## config.mk

```make
export PLATFORM = sky130hd
export DESIGN_NAME = iserdes2_bitslip_train
export DESIGN_NICKNAME = d
export VERILOG_FILES = /design/src/rtl/iserdes2_pkg.sv /design/src/rtl/iserdes2_bitslip_train.sv
export SDC_FILE = /design/constraint.sdc
export NUM_CORES = 1
export LEC_CHECK = 0
export CAP_MARGIN = 20
export CORE_MARGIN = 2
export CORE_UTILIZATION = 48
export CTS_CLUSTER_SIZE = 10
export DETAILED_ROUTE_END_ITERATION = 10
export GPL_TIMING_DRIVEN = 0
export PLACE_DENSITY = 0.85
export SLEW_MARGIN = 20
export SYNTH_ARGS = -nofsm -noshare
export SYNTH_HDL_FRONTEND = slang
export SYNTH_SLANG_ARGS = --single-unit
```

## constraint.sdc

```tcl
create_clock -name clkdiv -period 2.15 [get_ports clkdiv]
set_clock_uncertainty 0.1 [all_clocks]
set_input_delay 0.43 -clock clkdiv [delete_from_list [all_inputs] [get_ports clkdiv]]
set_output_delay 0.43 -clock clkdiv [all_outputs]
set_load 0.03 [all_outputs]
```

## src/rtl/iserdes2_pkg.sv

```systemverilog
// Shared constants for the ISERDES2 two-lane bitslip training controller:
// FSM state encoding, lane indices and the default training word.
`timescale 1ns/1ps
package iserdes2_pkg;

    localparam logic [2:0] ST_IDLE   = 3'd0;
    localparam logic [2:0] ST_SETTLE = 3'd1;
    localparam logic [2:0] ST_CHECK  = 3'd2;
    localparam logic [2:0] ST_SLIP   = 3'd3;
    localparam logic [2:0] ST_NEXT   = 3'd4;
    localparam logic [2:0] ST_DONE   = 3'd5;
    localparam logic [2:0] ST_FAIL   = 3'd6;

    localparam logic LANE_A = 1'b0;
    localparam logic LANE_B = 1'b1;

    localparam logic [7:0] DEFAULT_TRAIN_PATTERN = 8'hA5;

endpackage

```

## src/rtl/iserdes2_bitslip_train.sv

```systemverilog
// Two-lane ISERDES2 alignment controller: one FSM trains lane A then lane B by
// bitslipping and bit-order reversal until the training word holds steady.
`timescale 1ns/1ps
module iserdes2_bitslip_train
    import iserdes2_pkg::*;
#(
    parameter int         DATA_WIDTH    = 8,
    parameter logic [7:0] TRAIN_PATTERN = DEFAULT_TRAIN_PATTERN,
    parameter int         SETTLE_CYCLES = 4,
    parameter int         MATCH_COUNT   = 16
) (
    input  logic                  clkdiv,
    input  logic                  reset_n,
    input  logic                  start,
    input  logic [DATA_WIDTH-1:0] word_a,
    input  logic [DATA_WIDTH-1:0] word_b,
    output logic                  bitslip_a,
    output logic                  bitslip_b,
    output logic                  reva_flag,
    output logic                  revb_flag,
    output logic                  busy,
    output logic                  done,
    output logic [1:0]            locked,
    output logic [1:0]            err
);

    localparam int SW = (DATA_WIDTH > 1) ? $clog2(DATA_WIDTH) : 1;
    localparam logic [SW-1:0]         SLIP_LAST   = SW'(DATA_WIDTH - 1);
    localparam logic [3:0]            SETTLE_LAST = 4'(SETTLE_CYCLES - 1);
    localparam logic [7:0]            MATCH_LAST  = 8'(MATCH_COUNT - 1);
    localparam logic [DATA_WIDTH-1:0] PATTERN     = TRAIN_PATTERN[DATA_WIDTH-1:0];

    logic [2:0]    state_q, state_d;
    logic          lane_q, lane_d;
    logic [SW-1:0] slip_cnt_q, slip_cnt_d;
    logic [3:0]    settle_cnt_q, settle_cnt_d;
    logic [7:0]    match_cnt_q, match_cnt_d;
    logic [1:0]    rev_q, rev_d;
    logic [1:0]    locked_q, locked_d;
    logic [1:0]    err_q, err_d;
    logic          busy_q, busy_d;
    logic          done_q, done_d;
    logic          bitslip_a_q, bitslip_a_d;
    logic          bitslip_b_q, bitslip_b_d;

    logic [DATA_WIDTH-1:0] lane_word;
    logic                  word_ok;

    assign lane_word = (lane_q == LANE_B) ? word_b : word_a;
    assign word_ok   = (lane_word == PATTERN);

    always_comb begin
        state_d      = state_q;
        lane_d       = lane_q;
        slip_cnt_d   = slip_cnt_q;
        settle_cnt_d = settle_cnt_q;
        match_cnt_d  = match_cnt_q;
        rev_d        = rev_q;
        locked_d     = locked_q;
        err_d        = err_q;
        busy_d       = busy_q;
        done_d       = done_q;

        case (state_q)
            ST_IDLE, ST_DONE, ST_FAIL: begin
                if (start) begin
                    state_d      = ST_SETTLE;
                    lane_d       = LANE_A;
                    slip_cnt_d   = '0;
                    settle_cnt_d = '0;
                    match_cnt_d  = '0;
                    rev_d        = '0;
                    locked_d     = '0;
                    err_d        = '0;
                    done_d       = 1'b0;
                    busy_d       = 1'b1;
                end
            end
            ST_SETTLE: begin
                if (settle_cnt_q == SETTLE_LAST) begin
                    settle_cnt_d = '0;
                    match_cnt_d  = '0;
                    state_d      = ST_CHECK;
                end else begin
                    settle_cnt_d = settle_cnt_q + 4'd1;
                end
            end
            ST_CHECK: begin
                if (word_ok) begin
                    if (match_cnt_q == MATCH_LAST) begin
                        locked_d[lane_q] = 1'b1;
                        match_cnt_d      = '0;
                        state_d          = ST_NEXT;
                    end else begin
                        match_cnt_d = match_cnt_q + 8'd1;
                    end
                end else begin
                    // Any bad word ends the run; the lock needs a fresh full run.
                    match_cnt_d = '0;
                    if (slip_cnt_q < SLIP_LAST) begin
                        state_d = ST_SLIP;
                    end else if (!rev_q[lane_q]) begin
                        rev_d[lane_q] = 1'b1;
                        slip_cnt_d    = '0;
                        state_d       = ST_SETTLE;
                    end else begin
                        err_d[lane_q] = 1'b1;
                        state_d       = ST_NEXT;
                    end
                end
            end
            ST_SLIP: begin
                slip_cnt_d = slip_cnt_q + 1'b1;
                state_d    = ST_SETTLE;
            end
            ST_NEXT: begin
                if (lane_q == LANE_A) begin
                    lane_d     = LANE_B;
                    slip_cnt_d = '0;
                    state_d    = ST_SETTLE;
                end else begin
                    busy_d = 1'b0;
                    if (err_q == 2'b00) begin
                        done_d  = 1'b1;
                        state_d = ST_DONE;
                    end else begin
                        state_d = ST_FAIL;
                    end
                end
            end
            default: begin
                state_d = ST_IDLE;
            end
        endcase

        // Pulses are registered from the next state so they align with SLIP.
        bitslip_a_d = (state_d == ST_SLIP) && (lane_d == LANE_A);
        bitslip_b_d = (state_d == ST_SLIP) && (lane_d == LANE_B);
    end

    always_ff @(posedge clkdiv or negedge reset_n) begin
        if (!reset_n) begin
            state_q      <= ST_IDLE;
            lane_q       <= LANE_A;
            slip_cnt_q   <= '0;
            settle_cnt_q <= '0;
            match_cnt_q  <= '0;
            rev_q        <= '0;
            locked_q     <= '0;
            err_q        <= '0;
            busy_q       <= 1'b0;
            done_q       <= 1'b0;
            bitslip_a_q  <= 1'b0;
            bitslip_b_q  <= 1'b0;
        end else begin
            state_q      <= state_d;
            lane_q       <= lane_d;
            slip_cnt_q   <= slip_cnt_d;
            settle_cnt_q <= settle_cnt_d;
            match_cnt_q  <= match_cnt_d;
            rev_q        <= rev_d;
            locked_q     <= locked_d;
            err_q        <= err_d;
            busy_q       <= busy_d;
            done_q       <= done_d;
            bitslip_a_q  <= bitslip_a_d;
            bitslip_b_q  <= bitslip_b_d;
        end
    end

    assign bitslip_a = bitslip_a_q;
    assign bitslip_b = bitslip_b_q;
    assign reva_flag = rev_q[LANE_A];
    assign revb_flag = rev_q[LANE_B];
    assign busy      = busy_q;
    assign done      = done_q;
    assign locked    = locked_q;
    assign err       = err_q;

endmodule

```

==> metrics.yaml, run 1 <==
synth_top_family_by_area: "simple AND/OR/NAND/NOR gates"
most-common-layout-cells: "dfrtp_1, clkdlybuf4s50_1, nand2_1, nor2_1, o21ai_0"
netlist_area_sq_um: 1740
start_util_pct: 50.9
ios: 29
fmax_mhz: 483
final_common_cell: "dfrtp_1"
cts_tree: "yes"
cp-start-kind: "flop"
period_needed_ns: 2.07
async_flop_share_pct: 100
grt_overflow_total: 0
hold_viol_final: 0
worst_pin_slew_ns: 0.640
antenna_cells: 0
htreeDepth: 2
synth_compound_area_share_pct: 22.8
crit_fanout: 6
power_density_nw_per_um2: 908
setup-violations-final: 0
seq_area_frac_synth_pct: 41.8
floorplan.rows: 21
fp.dieH_um: 64.2
synth_cell_type_count: 57
cap_violations: 0
ys_warn_count: 0
io_buffers: 28
pre_cts_slack_ns: -0.230
cts_hold_buf: 0
min_period_over_period_pct: 96.3
required_ns: 2.33
design_area_sq_um: 2190
die_x_um: 64.2
hold_ws_ns: 0.0145
core_region_area_sq_um: 3420
timing.final.ws_setup_ns: 0.0791
crit_type: "reg -> reg"
synthMuxAreaShare_pct: 1.22
via_per_inst: 5.65
die_area_sq_um: 4120
slew_violations: 0
power.leakage_nw: 0.943
synth-simple-area-share_pct: 24.8
ant_nets: 0
hpwl_um: 2780
clk_path_buf_depth: 2
ys_ff_latch: 29
placed_area_sq_um: 2070
drt_wl_total_um: 3860
routabilityCongestion: 0.853
vias: 1487
power_mw: 1.99
drc: 0
syn_inst: 178
cts_buffers: 5
synthAdderAreaFrac_pct: 3.31
worst_slew_margin_rel_pct: 57.4
crit_path_end_kind: "flop"
fill_cells: 274
drtPass1Iterations: 4
detail_route.wl_per_cell_um: 14.7
r2r_cells: 6
grt_use_total_pct: 20.9
cts_num_sinks: 29
synth_edf_count: 0
cp.arrival_ns: 2.25
avgSynthCellArea_sq_um: 9.76
cts-root-buf: "clkbuf_4"
synth_xor_area_share_pct: 1.44
antenna_found_initial: 0
max-vdd-ir-drop_mv: 0.695
fin_nets: 239
clk_pin_slew_ns: 0.09
drive_gt1_share_pct: 16.1
synthToLayoutAreaGrowth_pct: 26.3
synth_nets: 201
grt_max_degree: 30
min-delay-path-class: "in -> async"
outcome: "complete, no violations"
grt_pass1_wl_um: 6610
clk_latency_ns: 0.33
synth_ff_type: "dfrtp_1"
initialDrtViolationCount: 85
grt_pass1_vias: 1427
-- metal layers --
metal	vias to the layer above	part of all wire, %	GRT usage [%]
met5	-	0	0
met4	0	1.7	7.71
met3	7	6.9	6.51
met2	42	43	31.6
met1	707	48	28.1
li1	731	-	-
-- path summary, 6_finish.rpt --
kind                                       from                    endpoint  slack (ns)
min in group clkdiv            done$_DFFE_PN0P_            done$_DFFE_PN0P_        0.41
max reg2reg                state_q[1]$_DFF_PN0_   slip_cnt_q[0]$_DFFE_PN0P_        0.08
max in group asynchronous               reset_n        state_q[2]$_DFF_PN0_        1.49
min                                     reset_n  match_cnt_q[7]$_DFFE_PN0P_        0.01
min reg2reg                    done$_DFFE_PN0P_            done$_DFFE_PN0P_        0.41
max                        state_q[1]$_DFF_PN0_   slip_cnt_q[0]$_DFFE_PN0P_        0.08
-- registers in the layout (all words and copies together), names as in the netlist --
signal and flops:
match_cnt_q 8, bitslip_b 1, err 2, slip_cnt_q 3, bitslip_a 1, done 1
lane_q 1, rev_q 2, locked 2, busy 1, state_q 3, settle_cnt_q 4
-- cells by family (layout without fill, tap and decap cells) --
logic type / Yosys count / after routing
AOI/OAI and AO/OA: 52 / 52
DFF: 29 / 29
muxes: 2 / 2
xor gates and xnor gates: 2 / 2
adders and majority gates: 4 / 4
buffers and inverters: 15 / 54
and+or+nand+nor: 74 / 74
-- Yosys cell counts, types with 4 or more instances --
library cell | number | area (sq um)
nor2_1 | 14 | 52.6
nand4_1 | 4 | 25.0
o21ai_0 | 14 | 70.1
nand3_1 | 5 | 25.0
inv_1 | 10 | 37.5
nand2_1 | 18 | 67.6
nor3_1 | 4 | 20.0
dfrtp_1 | 29 | 726
nor3b_1 | 4 | 30.0
a21oi_1 | 7 | 35.0
nor2b_1 | 4 | 25.0
-- repair_timing --
action                                  in CTS  in global routing
gates resized for setup                      1                  2
endpoints found under the setup margin       3                  3
pin swaps                                    0                  2
setup buffers                                1                  2
-- metrics by stage --
stage	setup TNS, ns	utilization (%)	std cells
2_1_floorplan	0	-	178
3_3_place_gp	-1.93	60.8	252
3_5_place_dp	-2.59	60.7	252
4_1_cts	0	63.4	261
5_1_grt	-0.00463	64.2	263
6_report	0	64.2	263
-- area by class of cell --
cell class                      count  area [sq um]  share of cell area, %
Timing Repair Buffer               31           298                   13.6
Clock buffer                        7          55.1                   2.51
Buffer                              5          50.0                   2.28
Multi-Input combinational cell    134           940                   42.8
Sequential cell                    29           727                   33.1
Inverter                           10          37.5                   1.71
Tap cell                           46          57.6                   2.62
Clock inverter                      1          30.0                   1.37
-- critical path, cell delays in order, from the launching register on --
cell and delay, ns:
dfrtp_1 0.50, fa_1 0.57, nor2b_1 0.06, o21ai_2 0.15, nand4_4 0.14, or4_1 0.42
nand2_1 0.07
-- power breakdown --
part           leakage, nW  internal (mW)  switching [mW]
Clock               0.0455          0.278           0.195
Sequential           0.389          0.608          0.0789
Combinational        0.509          0.373           0.460
Total                0.943           1.26           0.734
Note: power is estimated with default switching activity, not from simulation.
==> run 2, diff against run 1 <==
--- a/config.mk
+++ b/config.mk
@@ -12,7 +12,6 @@
 export DETAILED_ROUTE_END_ITERATION = 10
 export GPL_TIMING_DRIVEN = 0
 export PLACE_DENSITY = 0.85
-export SLEW_MARGIN = 20
 export SYNTH_ARGS = -nofsm -noshare
 export SYNTH_HDL_FRONTEND = slang
 export SYNTH_SLANG_ARGS = --single-unit
==> metrics.yaml, run 2 (same netlist as run 1, synthesis figures left out) <==
outcome: "complete, no violations"
clk_pin_slew_ns: 0.10  # about the same
crit_buf_inv: 0  # unchanged
antenna_found_initial: 0  # unchanged
setup-violations-final: 0  # unchanged
htreeDepth: 2  # unchanged
drc: 0  # unchanged
crit_type: "reg -> reg"
worst_slew_margin_rel_pct: 64.8  # +7.4 points
cts_tree: "yes"
fmax_mhz: 487  # +0.93%
cpMaxStageDelayCell: "fa_1"
fin_cells: 263  # unchanged
cap_violations: 0  # unchanged
power_mw: 1.99  # -0.33%
fin_util_pct: 64.7  # +0.48 points
largest_reg_flops: 8  # unchanged
cp.arrival_ns: 2.24  # about the same
grt_overflow_total: 0  # unchanged
grt_pass1_wl_um: 6670  # +0.83%
required_ns: 2.34  # about the same
floorplan.rows: 21  # unchanged
synthToLayoutAreaGrowth_pct: 27.2
slew_violations: 0  # unchanged
routabilityCongestion: 0.853  # unchanged
dpl.cell_count: 253  # +0.40%
drive_gt1_share_pct: 15.7  # -0.46 points
grt_use_total_pct: 21.3  # +0.37 points
cts_num_sinks: 29  # unchanged
initialDrtViolationCount: 58  # -32%
slowest_delay_ns: 0.58  # about the same
drt_wl_total_um: 3920  # +1.6%
fin_nets: 239  # unchanged
crit_path_end_kind: "flop"
hold_viol_final: 0  # unchanged
die_area_sq_um: 4120  # unchanged
power.leakage_nw: 0.951  # +0.86%
core_region_area_sq_um: 3420  # unchanged
cts_buffers: 5  # unchanged
via_per_inst: 5.69  # +0.67%
hold_ws_ns: 0.322  # +0.307 ns
most-common-layout-cells: "dfrtp_1, clkdlybuf4s50_1, nand2_1, nor2_1, o21ai_0"
cp_cell_sequence: "fa_1, nor2b_1, o21ai_2, nand4_2, or4_1, nand2_1"
vias: 1497  # +0.67%
die_x_um: 64.2  # unchanged
ant_nets: 0  # unchanged
ios: 29  # unchanged
cts_hold_buf: 0  # unchanged
cts-root-buf: "clkbuf_4"
multi_input_area_sq_um: 931  # -0.93%
period_needed_ns: 2.05  # -0.0191 ns
reg_top3: "match_cnt_q x8, settle_cnt_q x4"
register_area_sq_um: 727  # unchanged
clk_latency_ns: 0.34  # about the same
fp.dieH_um: 64.2  # unchanged
grt_pass1_vias: 1456  # +2.0%
crit_fanout: 6  # unchanged
max-vdd-ir-drop_mv: 0.695  # about the same
max_flop_register: "match_cnt_q"
power_density_nw_per_um2: 899  # -1.1%
rsz0062_at_grt: "no"
detail_route.wl_per_cell_um: 14.9  # +1.6%
antenna_cells: 0  # unchanged
min-delay-path-class: "in -> async"
fill_cells: 292  # +6.6%
cp-start-kind: "flop"
critical_path.top_delay_family: "simple AND/OR/NAND/NOR gates"
worst_pin_slew_ns: 0.527  # -0.113 ns
min_period_over_period_pct: 95.4  # -0.89 points
drtPass1Iterations: 4  # unchanged
clk_path_buf_depth: 2  # unchanged
io_buffers: 28  # unchanged
start_util_pct: 50.9  # unchanged
hpwl_um: 2850  # +2.5%
grt_max_degree: 21  # -30%
==> run 2: layout make-up <==
cell class,count,area share [%]
Clock inverter,1,1.36
Multi-Input combinational cell,134,42.1
Sequential cell,29,32.9
Buffer,5,2.26
Timing Repair Buffer,31,14.6
Tap cell,46,2.60
Clock buffer,7,2.49
Inverter,10,1.70
==> run 2: power breakdown <==
part | internal (mW) | total (mW) | switching, mW
Combinational | 0.365 | 0.814 | 0.449
Sequential | 0.608 | 0.688 | 0.0800
Clock | 0.277 | 0.484 | 0.207
==> run 2: final timing paths <==
kind / start / end / slack [ns] / depth (start not counted)
worst max-delay path: state_q[1]$_DFF_PN0_ / slip_cnt_q[0]$_DFFE_PN0P_ / 0.1 / 6
worst min-delay path: reset_n / match_cnt_q[3]$_DFFE_PN0P_ / 0.32 / 1
worst max register to register: state_q[1]$_DFF_PN0_ / slip_cnt_q[0]$_DFFE_PN0P_ / 0.1 / 6
worst min register to register: done$_DFFE_PN0P_ / done$_DFFE_PN0P_ / 0.41 / 2
max in group asynchronous: reset_n / state_q[2]$_DFF_PN0_ / 1.14 / 2
min in group clkdiv: done$_DFFE_PN0P_ / done$_DFFE_PN0P_ / 0.41 / 2
==> run 2: timing repair <==
item,4_1_cts,5_1_grt
setup buffers,1,1
resized for setup,1,1
endpoints found under the setup margin,3,2
pin swaps,0,1
==> run 2: routing by layer <==
metal | global-route usage (%) | wire, um | vias to the layer above
li1 | - | - | 734
met1 | 27.5 | 1830 | 707
met2 | 32.0 | 1710 | 48
met3 | 7.22 | 329 | 8
met4 | 9.84 | 54 | 0
met5 | 0 | 0 | -
==> run 2: per-stage QoR <==
stage,setup slack [ns],TNS (ns),area [sq um]
6_report,0.0982,0,2210
5_1_grt,0.00526,0,2210
4_1_cts,0.0124,0,2200
3_5_place_dp,-0.238,-2.68,2110
3_3_place_gp,-0.192,-1.93,2080
2_1_floorplan,0.0320,0,1740
==> run 3, diff against run 2 <==
--- a/config.mk
+++ b/config.mk
@@ -6,7 +6,6 @@
 export NUM_CORES = 1
 export LEC_CHECK = 0
 export CAP_MARGIN = 20
-export CORE_MARGIN = 2
 export CORE_UTILIZATION = 48
 export CTS_CLUSTER_SIZE = 10
 export DETAILED_ROUTE_END_ITERATION = 10
==> metrics.yaml, run 3 (same netlist as run 1, synthesis figures left out) <==
cts_tree: "yes"
reg_top3: "match_cnt_q x8, settle_cnt_q x4"
die_area_sq_um: 3870  # -6.1%
hpwl_um: 2930  # +2.7%
most-common-layout-cells: "dfrtp_1, clkdlybuf4s50_1, nand2_1, nor2_1, o21ai_0"
crit_fanout: 10  # +4
synthToLayoutAreaGrowth_pct: 26.4
ant_nets: 0  # unchanged
ios: 29  # unchanged
max-vdd-ir-drop_mv: 0.613  # -12%
hold_viol_final: 0  # unchanged
r2r_cells: 8  # +2
cp-start-kind: "flop"
routabilityCongestion: 0.790  # -7.4%
dpl.cell_count: 253  # unchanged
crit_path_end_kind: "flop"
fin_util_pct: 64.8  # +0.096 points
largest_reg_flops: 8  # unchanged
antenna_found_initial: 0  # unchanged
antenna_cells: 0  # unchanged
clk_pin_slew_ns: 0.11  # about the same
fin_cells: 264  # +0.38%
worst_slew_margin_rel_pct: 60.2  # -4.6 points
start_util_pct: 51.3  # +0.39 points
r2r_end: "slip_cnt_q[0]$_DFFE_PN0P_"
regToRegSetupSlack_ns: 0.05  # -0.05 ns
min_period_over_period_pct: 97.8  # +2.4 points
hold_ws_ns: 0.349  # +0.0274 ns
vias: 1499  # +0.13%
grt_overflow_total: 0  # unchanged
worst_pin_slew_ns: 0.595  # +0.0684 ns
r2r-start: "state_q[2]$_DFF_PN0_"
cts_num_sinks: 29  # unchanged
outcome: "complete, no violations"
drtPass1Iterations: 4  # unchanged
initialDrtViolationCount: 52  # -10%
cap_violations: 0  # unchanged
cts_buffers: 5  # unchanged
die_x_um: 62.2  # -3.1%
floorplan.rows: 21  # unchanged
grt_max_degree: 20  # -4.8%
setup-violations-final: 0  # unchanged
fin_nets: 240  # +0.42%
finalSetupTns_ns: 0  # unchanged
clk_path_buf_depth: 2  # unchanged
min-delay-path-class: "in -> async"
drt_wl_total_um: 3980  # +1.3%
grt_pass1_vias: 1452  # -0.27%
power_density_nw_per_um2: 849  # -5.5%
via_per_inst: 5.68  # -0.25%
fmax_mhz: 476  # -2.4%
period_needed_ns: 2.10  # +0.0512 ns
fp.dieH_um: 62.2  # -3.1%
drive_gt1_share_pct: 16.5  # +0.85 points
power.leakage_nw: 0.940  # -1.2%
crit_type: "reg -> reg"
io_buffers: 28  # unchanged
rsz0062_at_grt: "yes"
slew_violations: 0  # unchanged
clk_latency_ns: 0.34  # about the same
grt_pass1_wl_um: 6800  # +2.1%
cp.arrival_ns: 2.30  # +0.06 ns
power_mw: 1.87  # -6.1%
max_flop_register: "match_cnt_q"
cts-root-buf: "clkbuf_4"
core_region_area_sq_um: 3390  # -0.77%
cts_hold_buf: 0  # unchanged
detail_route.wl_per_cell_um: 15.1  # +0.92%
grt_use_total_pct: 22.6  # +1.3 points
htreeDepth: 2  # unchanged
drc: 0  # unchanged
required_ns: 2.34  # about the same
## run 3: critical path: stages, from the launching register on
cell	delay [ns]
dfrtp_2	0.38
buf_6	0.14
inv_1	0.08
fa_1	0.51
nor2b_1	0.06
o21ai_2	0.15
nand4_4	0.13
or4_1	0.42
nand2_1	0.07
## run 3: area by class of cell
class | instances | area [sq um]
Sequential cell | 29 | 727
Tap cell | 46 | 57.6
Inverter | 10 | 37.5
Fill cell | 288 | 1190
Multi-Input combinational cell | 134 | 940
Clock inverter | 3 | 17.5
Buffer | 5 | 50.0
Clock buffer | 5 | 37.5
Timing Repair Buffer | 32 | 330
## run 3: per-stage QoR
step,area [sq um],worst slack (ns)
global route,2200,-0.0458
finish,2200,0.0470
CTS,2170,0.0178
detailed placement,2110,-0.282
floorplan,1740,0.0320
global placement,2080,-0.224
## run 3: routing by layer
layer | part of all wire [%] | track usage, % | vias to the layer above
met3 | 5.3 | 5.15 | 11
met4 | 2.0 | 11.3 | 0
met5 | 0 | 0 | -
met1 | 48 | 31.3 | 712
met2 | 45 | 33.1 | 41
li1 | - | - | 735
## run 3: worst max path at each step
stage | to | startpoint | slack [ns]
floorplan | slip_cnt_q[0]$_DFFE_PN0P_ | state_q[2]$_DFF_PN0_ | 0.03
global placement | match_cnt_q[3]$_DFFE_PN0P_ | word_b[5] | -0.22
detailed placement | match_cnt_q[3]$_DFFE_PN0P_ | word_b[5] | -0.28
CTS | slip_cnt_q[0]$_DFFE_PN0P_ | state_q[2]$_DFF_PN0_ | 0.02
global route | slip_cnt_q[0]$_DFFE_PN0P_ | state_q[2]$_DFF_PN0_ | -0.05
finish | slip_cnt_q[0]$_DFFE_PN0P_ | state_q[2]$_DFF_PN0_ | 0.05
## run 3: timing repair
item / 4_1_cts / 5_1_grt
setup endpoints to repair: 3 / 7
pin swaps: 1 / 1
resized for setup: 1 / 2
buffers inserted: 1 / 2
## run 3: power breakdown
part	switching [mW]	leakage, nW	internal [mW]
Clock	0.210	0.0310	0.123
Combinational	0.468	0.520	0.380
Sequential	0.0765	0.389	0.608
Total	0.755	0.940	1.11
